--- src/rtl/stream_job_scheduler_if.sv ---
// stream_job_scheduler_if: AXI4-Lite master/slave bundle between the scheduler and the stream source registers
interface stream_job_scheduler_if #(
  parameter int ADDR_WIDTH = 5,
  parameter int DATA_WIDTH = 32
);
  logic [ADDR_WIDTH-1:0]   awaddr;
  logic [2:0]              awprot;
  logic                    awvalid;
  logic                    awready;
  logic [DATA_WIDTH-1:0]   wdata;
  logic [DATA_WIDTH/8-1:0] wstrb;
  logic                    wvalid;
  logic                    wready;
  logic [1:0]              bresp;
  logic                    bvalid;
  logic                    bready;
  logic [ADDR_WIDTH-1:0]   araddr;
  logic [2:0]              arprot;
  logic                    arvalid;
  logic                    arready;
  logic [DATA_WIDTH-1:0]   rdata;
  logic [1:0]              rresp;
  logic                    rvalid;
  logic                    rready;
  modport master (
    output awaddr, awprot, awvalid, wdata, wstrb, wvalid, bready,
    output araddr, arprot, arvalid, rready,
    input  awready, wready, bresp, bvalid, arready, rdata, rresp, rvalid
  );
  modport slave (
    input  awaddr, awprot, awvalid, wdata, wstrb, wvalid, bready,
    input  araddr, arprot, arvalid, rready,
    output awready, wready, bresp, bvalid, arready, rdata, rresp, rvalid
  );
endinterface

--- src/rtl/stream_job_scheduler.sv ---
// stream_job_scheduler: round-robin job arbiter that programs and polls a shared stream source over AXI4-Lite
module stream_job_scheduler #(
  parameter int NUM_REQ           = 4,
  parameter int ADDR_WIDTH        = 5,
  parameter int DATA_WIDTH        = 32,
  parameter int STREAM_DATA_BYTES = 4,
  parameter int POLL_GAP          = 4,
  parameter int MAX_POLLS         = 1024
) (
  input  logic                       clock,
  input  logic                       reset,
  input  logic [NUM_REQ-1:0]         req_valid,
  input  logic [NUM_REQ*32-1:0]      req_num_bytes,
  input  logic [NUM_REQ*2-1:0]       req_dest,
  output logic [NUM_REQ-1:0]         req_ready,
  output logic                       done_valid,
  output logic [$clog2(NUM_REQ)-1:0] done_id,
  output logic                       done_err,
  output logic                       busy,
  stream_job_scheduler_if.master     m_axi
);
  localparam int IW = $clog2(NUM_REQ);
  localparam int GW = POLL_GAP > 1 ? $clog2(POLL_GAP) : 1;
  localparam logic [ADDR_WIDTH-1:0] A_CTRL = ADDR_WIDTH'(8'h00);
  localparam logic [ADDR_WIDTH-1:0] A_STAT = ADDR_WIDTH'(8'h04);
  localparam logic [ADDR_WIDTH-1:0] A_NB   = ADDR_WIDTH'(8'h10);
  localparam logic [ADDR_WIDTH-1:0] A_DEST = ADDR_WIDTH'(8'h14);
  typedef enum logic [2:0] {IDLE, CHECK, WR, WR_RESP, GAP, RD, RD_RESP, DONE} state_t;
  state_t          state;
  logic [IW-1:0]   ptr, gnt, j;
  logic [31:0]     num_bytes, polls;
  logic [1:0]      dest, step;
  logic [GW-1:0]   gap;
  assign m_axi.awprot = '0;
  assign m_axi.arprot = '0;
  assign m_axi.wstrb  = '1;
  // scan downward so the nearest requester after ptr wins
  always_comb begin
    gnt = '0;
    j = '0;
    for (int i = NUM_REQ; i >= 1; i--) begin
      j = IW'((int'(ptr) + i) % NUM_REQ);
      if (req_valid[j]) gnt = j;
    end
  end
  always_ff @(posedge clock or posedge reset) begin
    if (reset) begin
      state         <= IDLE;
      ptr           <= IW'(NUM_REQ-1);
      req_ready     <= '0;
      done_valid    <= 1'b0;
      done_id       <= '0;
      done_err      <= 1'b0;
      busy          <= 1'b0;
      num_bytes     <= '0;
      dest          <= '0;
      step          <= '0;
      gap           <= '0;
      polls         <= '0;
      m_axi.awaddr  <= '0;
      m_axi.awvalid <= 1'b0;
      m_axi.wdata   <= '0;
      m_axi.wvalid  <= 1'b0;
      m_axi.bready  <= 1'b0;
      m_axi.araddr  <= '0;
      m_axi.arvalid <= 1'b0;
      m_axi.rready  <= 1'b0;
    end else begin
      req_ready  <= '0;
      done_valid <= 1'b0;
      case (state)
        IDLE: if (|req_valid) begin
          req_ready[gnt] <= 1'b1;
          ptr            <= gnt;
          done_id        <= gnt;
          num_bytes      <= req_num_bytes[32*gnt +: 32];
          dest           <= req_dest[2*gnt +: 2];
          busy           <= 1'b1;
          state          <= CHECK;
        end
        CHECK: begin
          polls <= '0;
          step  <= '0;
          if (num_bytes < 32'(STREAM_DATA_BYTES)) begin
            done_valid <= 1'b1;
            done_err   <= 1'b1;
            state      <= DONE;
          end else begin
            m_axi.awaddr  <= A_NB;
            m_axi.wdata   <= DATA_WIDTH'(num_bytes);
            m_axi.awvalid <= 1'b1;
            m_axi.wvalid  <= 1'b1;
            state         <= WR;
          end
        end
        // AW and W complete independently, in either order
        WR: begin
          if (m_axi.awready) m_axi.awvalid <= 1'b0;
          if (m_axi.wready) m_axi.wvalid <= 1'b0;
          if ((!m_axi.awvalid || m_axi.awready) && (!m_axi.wvalid || m_axi.wready)) begin
            m_axi.bready <= 1'b1;
            state        <= WR_RESP;
          end
        end
        WR_RESP: if (m_axi.bvalid) begin
          m_axi.bready <= 1'b0;
          if (m_axi.bresp != 2'b00) begin
            done_valid <= 1'b1;
            done_err   <= 1'b1;
            state      <= DONE;
          end else if (step == 2'd2) begin
            gap   <= '0;
            state <= GAP;
          end else begin
            step          <= step + 2'd1;
            m_axi.awaddr  <= step == 2'd0 ? A_DEST : A_CTRL;
            m_axi.wdata   <= step == 2'd0 ? DATA_WIDTH'(dest) : DATA_WIDTH'(1);
            m_axi.awvalid <= 1'b1;
            m_axi.wvalid  <= 1'b1;
            state         <= WR;
          end
        end
        GAP: if (gap == GW'(POLL_GAP-1)) begin
          m_axi.araddr  <= A_STAT;
          m_axi.arvalid <= 1'b1;
          state         <= RD;
        end else gap <= gap + 1'b1;
        RD: if (m_axi.arready) begin
          m_axi.arvalid <= 1'b0;
          m_axi.rready  <= 1'b1;
          state         <= RD_RESP;
        end
        // error response, idle source, or exhausted poll budget all end the job
        RD_RESP: if (m_axi.rvalid) begin
          m_axi.rready <= 1'b0;
          polls        <= polls + 32'd1;
          if (m_axi.rresp != 2'b00 || !m_axi.rdata[0] ||
              (MAX_POLLS != 0 && polls + 32'd1 == 32'(MAX_POLLS))) begin
            done_valid <= 1'b1;
            done_err   <= m_axi.rresp != 2'b00 || m_axi.rdata[0];
            state      <= DONE;
          end else begin
            gap   <= '0;
            state <= GAP;
          end
        end
        DONE: begin
          busy  <= 1'b0;
          state <= IDLE;
        end
      endcase
    end
  end
endmodule
--- src/flat_wrapper.sv ---
// flat-port wrapper written by rule: the top's interface ports become plain ports
module stream_job_scheduler_flat 
#(
  parameter int NUM_REQ           = 4,
  parameter int ADDR_WIDTH        = 5,
  parameter int DATA_WIDTH        = 32,
  parameter int STREAM_DATA_BYTES = 4,
  parameter int POLL_GAP          = 4,
  parameter int MAX_POLLS         = 1024
)
  (clock, reset, req_valid, req_num_bytes, req_dest, req_ready, done_valid, done_id, done_err, busy, m_axi_awaddr, m_axi_awprot, m_axi_awvalid, m_axi_wdata, m_axi_wstrb, m_axi_wvalid, m_axi_bready, m_axi_araddr, m_axi_arprot, m_axi_arvalid, m_axi_rready, m_axi_awready, m_axi_wready, m_axi_bresp, m_axi_bvalid, m_axi_arready, m_axi_rdata, m_axi_rresp, m_axi_rvalid);
  stream_job_scheduler_if #(.ADDR_WIDTH(ADDR_WIDTH), .DATA_WIDTH(DATA_WIDTH)) m_axi_i ();
  input  logic clock;
  input  logic reset;
  input  logic [NUM_REQ-1:0] req_valid;
  input  logic [NUM_REQ*32-1:0] req_num_bytes;
  input  logic [NUM_REQ*2-1:0] req_dest;
  output logic [NUM_REQ-1:0] req_ready;
  output logic done_valid;
  output logic [$clog2(NUM_REQ)-1:0] done_id;
  output logic done_err;
  output logic busy;
  output wire logic [$bits(m_axi_i.awaddr)-1:0] m_axi_awaddr;
  output wire logic [$bits(m_axi_i.awprot)-1:0] m_axi_awprot;
  output wire logic [$bits(m_axi_i.awvalid)-1:0] m_axi_awvalid;
  output wire logic [$bits(m_axi_i.wdata)-1:0] m_axi_wdata;
  output wire logic [$bits(m_axi_i.wstrb)-1:0] m_axi_wstrb;
  output wire logic [$bits(m_axi_i.wvalid)-1:0] m_axi_wvalid;
  output wire logic [$bits(m_axi_i.bready)-1:0] m_axi_bready;
  output wire logic [$bits(m_axi_i.araddr)-1:0] m_axi_araddr;
  output wire logic [$bits(m_axi_i.arprot)-1:0] m_axi_arprot;
  output wire logic [$bits(m_axi_i.arvalid)-1:0] m_axi_arvalid;
  output wire logic [$bits(m_axi_i.rready)-1:0] m_axi_rready;
  input wire logic [$bits(m_axi_i.awready)-1:0] m_axi_awready;
  input wire logic [$bits(m_axi_i.wready)-1:0] m_axi_wready;
  input wire logic [$bits(m_axi_i.bresp)-1:0] m_axi_bresp;
  input wire logic [$bits(m_axi_i.bvalid)-1:0] m_axi_bvalid;
  input wire logic [$bits(m_axi_i.arready)-1:0] m_axi_arready;
  input wire logic [$bits(m_axi_i.rdata)-1:0] m_axi_rdata;
  input wire logic [$bits(m_axi_i.rresp)-1:0] m_axi_rresp;
  input wire logic [$bits(m_axi_i.rvalid)-1:0] m_axi_rvalid;
  assign m_axi_awaddr = m_axi_i.awaddr;
  assign m_axi_awprot = m_axi_i.awprot;
  assign m_axi_awvalid = m_axi_i.awvalid;
  assign m_axi_wdata = m_axi_i.wdata;
  assign m_axi_wstrb = m_axi_i.wstrb;
  assign m_axi_wvalid = m_axi_i.wvalid;
  assign m_axi_bready = m_axi_i.bready;
  assign m_axi_araddr = m_axi_i.araddr;
  assign m_axi_arprot = m_axi_i.arprot;
  assign m_axi_arvalid = m_axi_i.arvalid;
  assign m_axi_rready = m_axi_i.rready;
  assign m_axi_i.awready = m_axi_awready;
  assign m_axi_i.wready = m_axi_wready;
  assign m_axi_i.bresp = m_axi_bresp;
  assign m_axi_i.bvalid = m_axi_bvalid;
  assign m_axi_i.arready = m_axi_arready;
  assign m_axi_i.rdata = m_axi_rdata;
  assign m_axi_i.rresp = m_axi_rresp;
  assign m_axi_i.rvalid = m_axi_rvalid;
  stream_job_scheduler #(.NUM_REQ(NUM_REQ), .ADDR_WIDTH(ADDR_WIDTH), .DATA_WIDTH(DATA_WIDTH), .STREAM_DATA_BYTES(STREAM_DATA_BYTES), .POLL_GAP(POLL_GAP), .MAX_POLLS(MAX_POLLS)) u_core (.clock(clock), .reset(reset), .req_valid(req_valid), .req_num_bytes(req_num_bytes), .req_dest(req_dest), .req_ready(req_ready), .done_valid(done_valid), .done_id(done_id), .done_err(done_err), .busy(busy), .m_axi(m_axi_i));
endmodule
--- config.mk ---
export PLATFORM = sky130hd
export DESIGN_NAME = stream_job_scheduler_flat
export DESIGN_NICKNAME = d
export VERILOG_FILES = /design/src/rtl/stream_job_scheduler_if.sv /design/src/rtl/stream_job_scheduler.sv /design/src/flat_wrapper.sv
export SDC_FILE = /design/constraint.sdc
export NUM_CORES = 1
export LEC_CHECK = 0
export CORE_UTILIZATION = 45
export CTS_CLUSTER_DIAMETER = 120
export DETAILED_ROUTE_END_ITERATION = 8
export PLACE_DENSITY = 0.77
export SYNTH_ARGS = -nofsm -noshare
export SYNTH_HDL_FRONTEND = slang
export SYNTH_SLANG_ARGS = --single-unit
--- constraint.sdc ---
create_clock -name clock -period 4.1 [get_ports clock]
set_clock_uncertainty 0.1 [all_clocks]
set_input_delay 0.41 -clock clock [delete_from_list [all_inputs] [get_ports clock]]
set_output_delay 0.41 -clock clock [all_outputs]
set_load 0.01 [all_outputs]
==> results.toml, run 1 <==
[detailed_routing]
drt_pass1_iterations = 5
vias = 7520
first_iter_violations = 514
wire_per_inst_um = 15.66
wl_mm = 21.72
antenna_left = 0
drc = 0
vias_per_cell = 5.422

[clocking]
cts_hold_buf = 0
clock_latency_ns = 0.42
h-tree-depth = 4
root_buffer = "clkbuf_16"
cts_buffers = 17
clkSlewWorstSetupHoldPaths_ns = 0.06
clk_path_buf_depth = 2
cts_tree = "built"
cts_resized = 0
postCtsSetupRepairBufs = 0
cts_num_sinks = 124

[logic_synthesis]
synth_cells = 1002
yosysMostFrequentCell = "nand2_1"
ys_seq_area_share_pct = 41.48
ys_top_cells_by_area = "dfrtp_1 41%, nand2_1 16%, nand3_1 5.7%, o21ai_0 4.7%, o21ai_1 3.9%"
ys_top_cells_by_count = "319 x nand2_1, 122 x dfrtp_1, 86 x nand3_1"
ys_seq_elements = 124
synthDistinctLibCells = 61
synth_enable_flop_cells = 0
avgSynthCellArea_um2 = 7.472
yosysTopAreaCell = "dfrtp_1"
async_reset_ff_share_pct = 100.0
synth_warnings = 0
syn_area_um2 = 7487
ys.flop_type = "dfrtp_1"
synth_top_area_share_pct = 40.78

[flow_run]
cap_violations = 0

[setup_path]
endpoint_kind = "flop"
required_ns = 4.34
critical_path_class = "reg2reg"
start_kind = "flop"
worstReg2RegStart = "u_core.polls[0]"
r2r_cells = 8
cp_max_fo = 9
rr_endpoint = "u_core.state[0]"
reg2reg_slack_ns = 1.11
crit_arrival_ns = 3.23

[power]
switchingPower_uw = 2243
internal-power_uw = 3534
p_per_area_nw_per_um2 = 569.0
swShare_pct = 38.82
ir_drop_mv = 0.3126
pwr-share-clk_pct = 26.3
pwr-share-comb_pct = 39.7
p_leak_uw = 0.004570
power_uw = 5777
seqPwrFrac_pct = 33.9

[sta]
slew_violations = 0
rsz0062_at_grt = "false"
finalCritPeriodShare_pct = 72.85
slew-limit-headroom_pct = 39.27
fin_tns_setup_ns = 0
clock.fmax_ghz = 0.3348
tightest_slew_ns = 0.9026
setup_ws_ns = 1.113
whs_ns = 0.3663
fin_crit_ns = 2.987
setup_viol = 0
hold_viol_final = 0

[grt]
grt_pass1_wl_mm = 34.51
track_usage_pct = 26.23
gr-total-overflow = 0
grt_pass1_vias = 6936
grt_max_degree = 73
antenna_found_initial = 0

[layout]
multi_input_area_um2 = 4009
nNetsFinal = 1345
seq_area_um2 = 3105
area_growth_pct = 35.59
drive_gt1_share_pct = 5.551
diodes = 0
fillCellCount = 1384
fin_area_um2 = 10150

[place]
gp_congestion = 0.9136
pre_cts_ws_ns = 1.129
place_hpwl_mm = 15.68
numPortBuffers = 200
postPlaceCellArea_um2 = 9553

[floorplan]
dieArea_um2 = 17160
coreArea_um2 = 16060
initial_core_util_pct = 46.63
ioPinCount = 249
dieWidth_um = 131.0
fp-row-count = 46
die_y_um = 131.0

[run_status]
status = "completed"

[min_path]
hp-class = "in2async"
[how the worst max path moves through the flow]
stage | start | endpoint | slack, ns | cells past startpoint
final | u_core.polls[0] | u_core.state[0] | 1.11 | 8
after global routing | u_core.polls[0] | u_core.state[1] | 0.84 | 8
after CTS | u_core.polls[0] | u_core.state[0] | 1.13 | 8
after detailed placement | req_valid[1] | u_core.num_bytes[1] | 1.13 | 9
after global placement | req_valid[1] | u_core.num_bytes[1] | 1.15 | 9
after floorplan | reset | u_core.busy | 0.29 | 1
[per-layer routing]
| layer | share of wire [%] | up-vias | GRT usage [%] | routed length, um |
|---|---|---|---|---|
| met1 | 41 | 3514 | 32.58 | 8878 |
| met5 | 0 | - | 0 | 0 |
| li1 | - | 3716 | - | - |
| met3 | 6.1 | 38 | 6.718 | 1314 |
| met4 | 2.3 | 0 | 9.128 | 508 |
| met2 | 51 | 252 | 44.20 | 11020 |
[layout make-up]
type | instances | share of cell area, %
clock buffers | 18 | 4.227
clock inverters | 14 | 1.676
inverters | 11 | 0.4314
multi-input cells | 791 | 39.49
flip-flops and latches | 124 | 30.59
well taps | 216 | 2.662
repair buffers | 213 | 20.93
[sequential cells by signal, indices dropped and copies added (netlist names), 2 cells and up]
| signal | count |
|---|---|
| u_core.dest | 2 |
| u_core.num_bytes | 32 |
| u_core.done_id | 2 |
| u_core.m_axi.wdata | 32 |
| u_core.ptr | 2 |
| u_core.state | 3 |
| u_core.gap | 2 |
| u_core.req_ready | 4 |
| u_core.step | 2 |
| u_core.m_axi.awaddr | 2 |
| u_core.polls | 32 |
[kinds of logic after synthesis]
group	after synthesis	share of synthesized area, %
AOI/OAI and AO/OA	200	15.34
xor gates and xnor gates	14	1.638
adders and majority gates	4	0.6685
buffers and inverters	102	6.334
DFF	124	41.48
muxes	6	0.8022
other	2	0.1003
and+or+nand+nor	550	33.64
[cell usage in the layout (no fill, tap or decap), types with 3 or more instances in the layout]
master | synthesis | routed
conb_1 | 2 | 17
a21oi_1 | 15 | 14
nand3_1 | 86 | 86
nor3_1 | 11 | 11
nor2_1 | 47 | 47
inv_1 | 11 | 10
buf_4 | 19 | 11
clkinvlp_4 | 0 | 4
nor4_1 | 15 | 15
a21o_1 | 5 | 4
clkbuf_16 | 0 | 17
xor2_1 | 8 | 8
nor4_2 | 3 | 3
a31oi_1 | 8 | 8
clkdlybuf4s50_1 | 0 | 200
xnor2_1 | 6 | 6
o21ai_0 | 71 | 71
nand2b_1 | 5 | 4
nand2_1 | 319 | 319
and3_1 | 12 | 12
nand4_1 | 14 | 14
ha_1 | 4 | 4
o21ai_1 | 58 | 58
o31ai_1 | 10 | 10
mux2i_1 | 6 | 6
and2_1 | 10 | 10
dfrtp_1 | 122 | 122
or4_1 | 3 | 3
bufinv_16 | 0 | 3
and4_1 | 4 | 4
clkinv_2 | 0 | 3
nor2b_1 | 6 | 6
o22ai_1 | 6 | 6
[metrics by stage]
stage | cells | utilization, %
floorplan | 1017 | -
global placement | 1355 | 59.49
detailed placement | 1355 | 59.49
CTS | 1387 | 63.22
global route | 1387 | 63.22
finish | 1387 | 63.22
[power groups by stage]
| stage | combinational [uW] | sequential [uW] | clock [uW] |
|---|---|---|---|
| after floorplan | 1380 | 1910 | 0 |
| after global placement | 2260 | 1960 | 0 |
| after detailed placement | 2300 | 1970 | 0 |
| after CTS | 2320 | 1950 | 1540 |
| after global routing | 2590 | 2010 | 1590 |
| final | 2290 | 1960 | 1520 |
[worst max-delay path: stages (launching register included)]
cell,delay [ns]
dfrtp_1,0.47
ha_1,0.28
nand3_2,0.22
nor4_2,0.62
nand4_1,0.33
o21ai_1,0.28
nand3_1,0.10
nand4b_2,0.30
a31oi_1,0.21
Note: power is estimated with default switching activity, not from simulation.
==> inputs of run 2 (changes only) <==
==> constraint.sdc (replaced) <==
create_clock -name clock -period 3.04 [get_ports clock]
set_clock_uncertainty 0.1 [all_clocks]
set_input_delay 0.304 -clock clock [delete_from_list [all_inputs] [get_ports clock]]
set_output_delay 0.304 -clock clock [all_outputs]
set_load 0.01 [all_outputs]
==> run 2 against run 1 <==
Compared with the run above:
- via count rose by 1.3%
- first-iteration DRC count is 17% lower
- combinational power rose by 41%
- die area stayed put
- power is 35% higher
- final area up 1.4%
==> results.toml, run 2 (synthesized netlist as in run 1, its figures left out) <==
[setup_path]
critical_path_class = "reg2reg"
required_ns = 3.27
crit_arrival_ns = 3.03
cp_max_fo = 9
endpoint_kind = "flop"
start_kind = "flop"

[floorplan]
fp-row-count = 46
initial_core_util_pct = 46.63
die_y_um = 131.0
coreArea_um2 = 16060
dieArea_um2 = 17160
ioPinCount = 249
dieWidth_um = 131.0

[grt]
grt_pass1_wl_mm = 36.27
antenna_found_initial = 0
grt_max_degree = 73
grt_pass1_vias = 7295
gr-total-overflow = 0
track_usage_pct = 27.36

[layout]
reg_top3 = "u_core.m_axi.wdata x32, u_core.num_bytes x32, u_core.polls x32"
seq_area_um2 = 3105
nNetsFinal = 1367
area_growth_pct = 37.43
final_common_cell = "nand2_1"
fin_util_pct = 64.08
diodes = 0
fillCellCount = 1380
final_cell_mix = "319 x nand2_1, 200 x clkdlybuf4s50_1, 122 x dfrtp_1, 86 x nand3_1, 71 x o21ai_0"
drive_gt1_share_pct = 7.299
multi_input_area_um2 = 4015

[place]
numPortBuffers = 200
gp_congestion = 0.8721
place_hpwl_mm = 16.29

[detailed_routing]
drt_pass1_iterations = 5
wire_per_inst_um = 15.96
first_iter_violations = 425
antenna_left = 0
vias = 7620
vias_per_cell = 5.412
wl_mm = 22.47
drc = 0

[power]
p_per_area_nw_per_um2 = 755.1
power_uw = 7770
ir_drop_mv = 0.4139
p_leak_uw = 0.004667

[sta]
fin_tns_setup_ns = 0
clock.fmax_ghz = 0.3569
fin_crit_ns = 2.802
rsz0062_at_grt = "false"
slew_violations = 0
tightest_slew_ns = 0.9925
finalCritPeriodShare_pct = 92.16
hold_viol_final = 0
setup_viol = 0
slew-limit-headroom_pct = 33.62

[clocking]
clkSlewWorstSetupHoldPaths_ns = 0.06
root_buffer = "clkbuf_16"
clk_path_buf_depth = 2
cts_num_sinks = 124
h-tree-depth = 4
cts_buffers = 17
cts_hold_buf = 0
clock_latency_ns = 0.41
cts_tree = "built"

[run_status]
status = "completed"

[flow_run]
cap_violations = 0

[min_path]
hp-class = "in2async"
-- run 2: worst max-delay path, stage by stage (launching register included) --
cell and delay (ns):
dfrtp_1 0.46, ha_1 0.28, nand3_2 0.23, or4_4 0.61
o21ai_2 0.18, nand4_1 0.12, nor4_2 0.27, nand4b_2 0.24
a31oi_1 0.22
-- run 2: stage by stage --
step	hold WS (ns)	instances	instance area, um^2	setup slack, ns
5_1_grt	0.1032	1408	10290	0.1137
4_1_cts	0.08816	1408	10280	0.2507
3_3_place_gp	0.3485	1377	9732	0.3493
6_report	0.08945	1408	10290	0.2383
2_1_floorplan	0.3468	1017	7547	0.6236
3_5_place_dp	0.3549	1377	9732	0.2871
-- run 2: worst paths after layout --
path,from,slack (ns),endpoint,cells past startpoint
worst max-delay path,u_core.polls[0],0.24,u_core.done_valid,8
worst min-delay path,reset,0.09,u_core.m_axi.arvalid,2
worst max register to register,u_core.polls[0],0.24,u_core.done_valid,8
worst min register to register,u_core.m_axi.wdata[13],0.36,u_core.m_axi.wdata[13],2
max in group asynchronous,reset,2.02,u_core.m_axi.wdata[12],3
min in group clock,u_core.m_axi.wdata[13],0.36,u_core.m_axi.wdata[13],2
-- run 2: cell type report --
class	count	share of cell area (%)
multi-input combinational	791	39.02
clock buffer	20	4.438
timing repair buffer	235	22.37
inverter	11	0.4377
clock inverter	11	0.9241
tap	216	2.626
sequential	124	30.18
-- run 2: timing repair --
item,in CTS,in global routing
hold endpoints to repair,0,0
resized for setup,0,1
setup buffers,0,0
setup endpoints to repair,0,3
-- run 2: layer usage --
| layer | GRT usage (%) | vias up | share of wire (%) |
|---|---|---|---|
| met5 | 0 | - | 0 |
| met4 | 10.14 | 0 | 2.7 |
| met3 | 7.166 | 39 | 6.3 |
| met2 | 45.04 | 253 | 49 |
| met1 | 34.55 | 3573 | 42 |
| li1 | - | 3755 | - |
-- run 2: where the power goes --
part / total (uW) / internal [uW] / switching, uW
registers: 2620 / 2180 / 444
clock network: 1910 / 1160 / 756
logic: 3240 / 1370 / 1870
total: 7770 / 4700 / 3070
==> inputs of run 3 (changes only) <==
--- a/config.mk
+++ b/config.mk
@@ -12,3 +12,4 @@
 export SYNTH_ARGS = -nofsm -noshare
 export SYNTH_HDL_FRONTEND = slang
 export SYNTH_SLANG_ARGS = --single-unit
+export TNS_END_PERCENT = 10
==> results of run 3 <==
Final layout, timing and power as in run 2 (identical DEF).
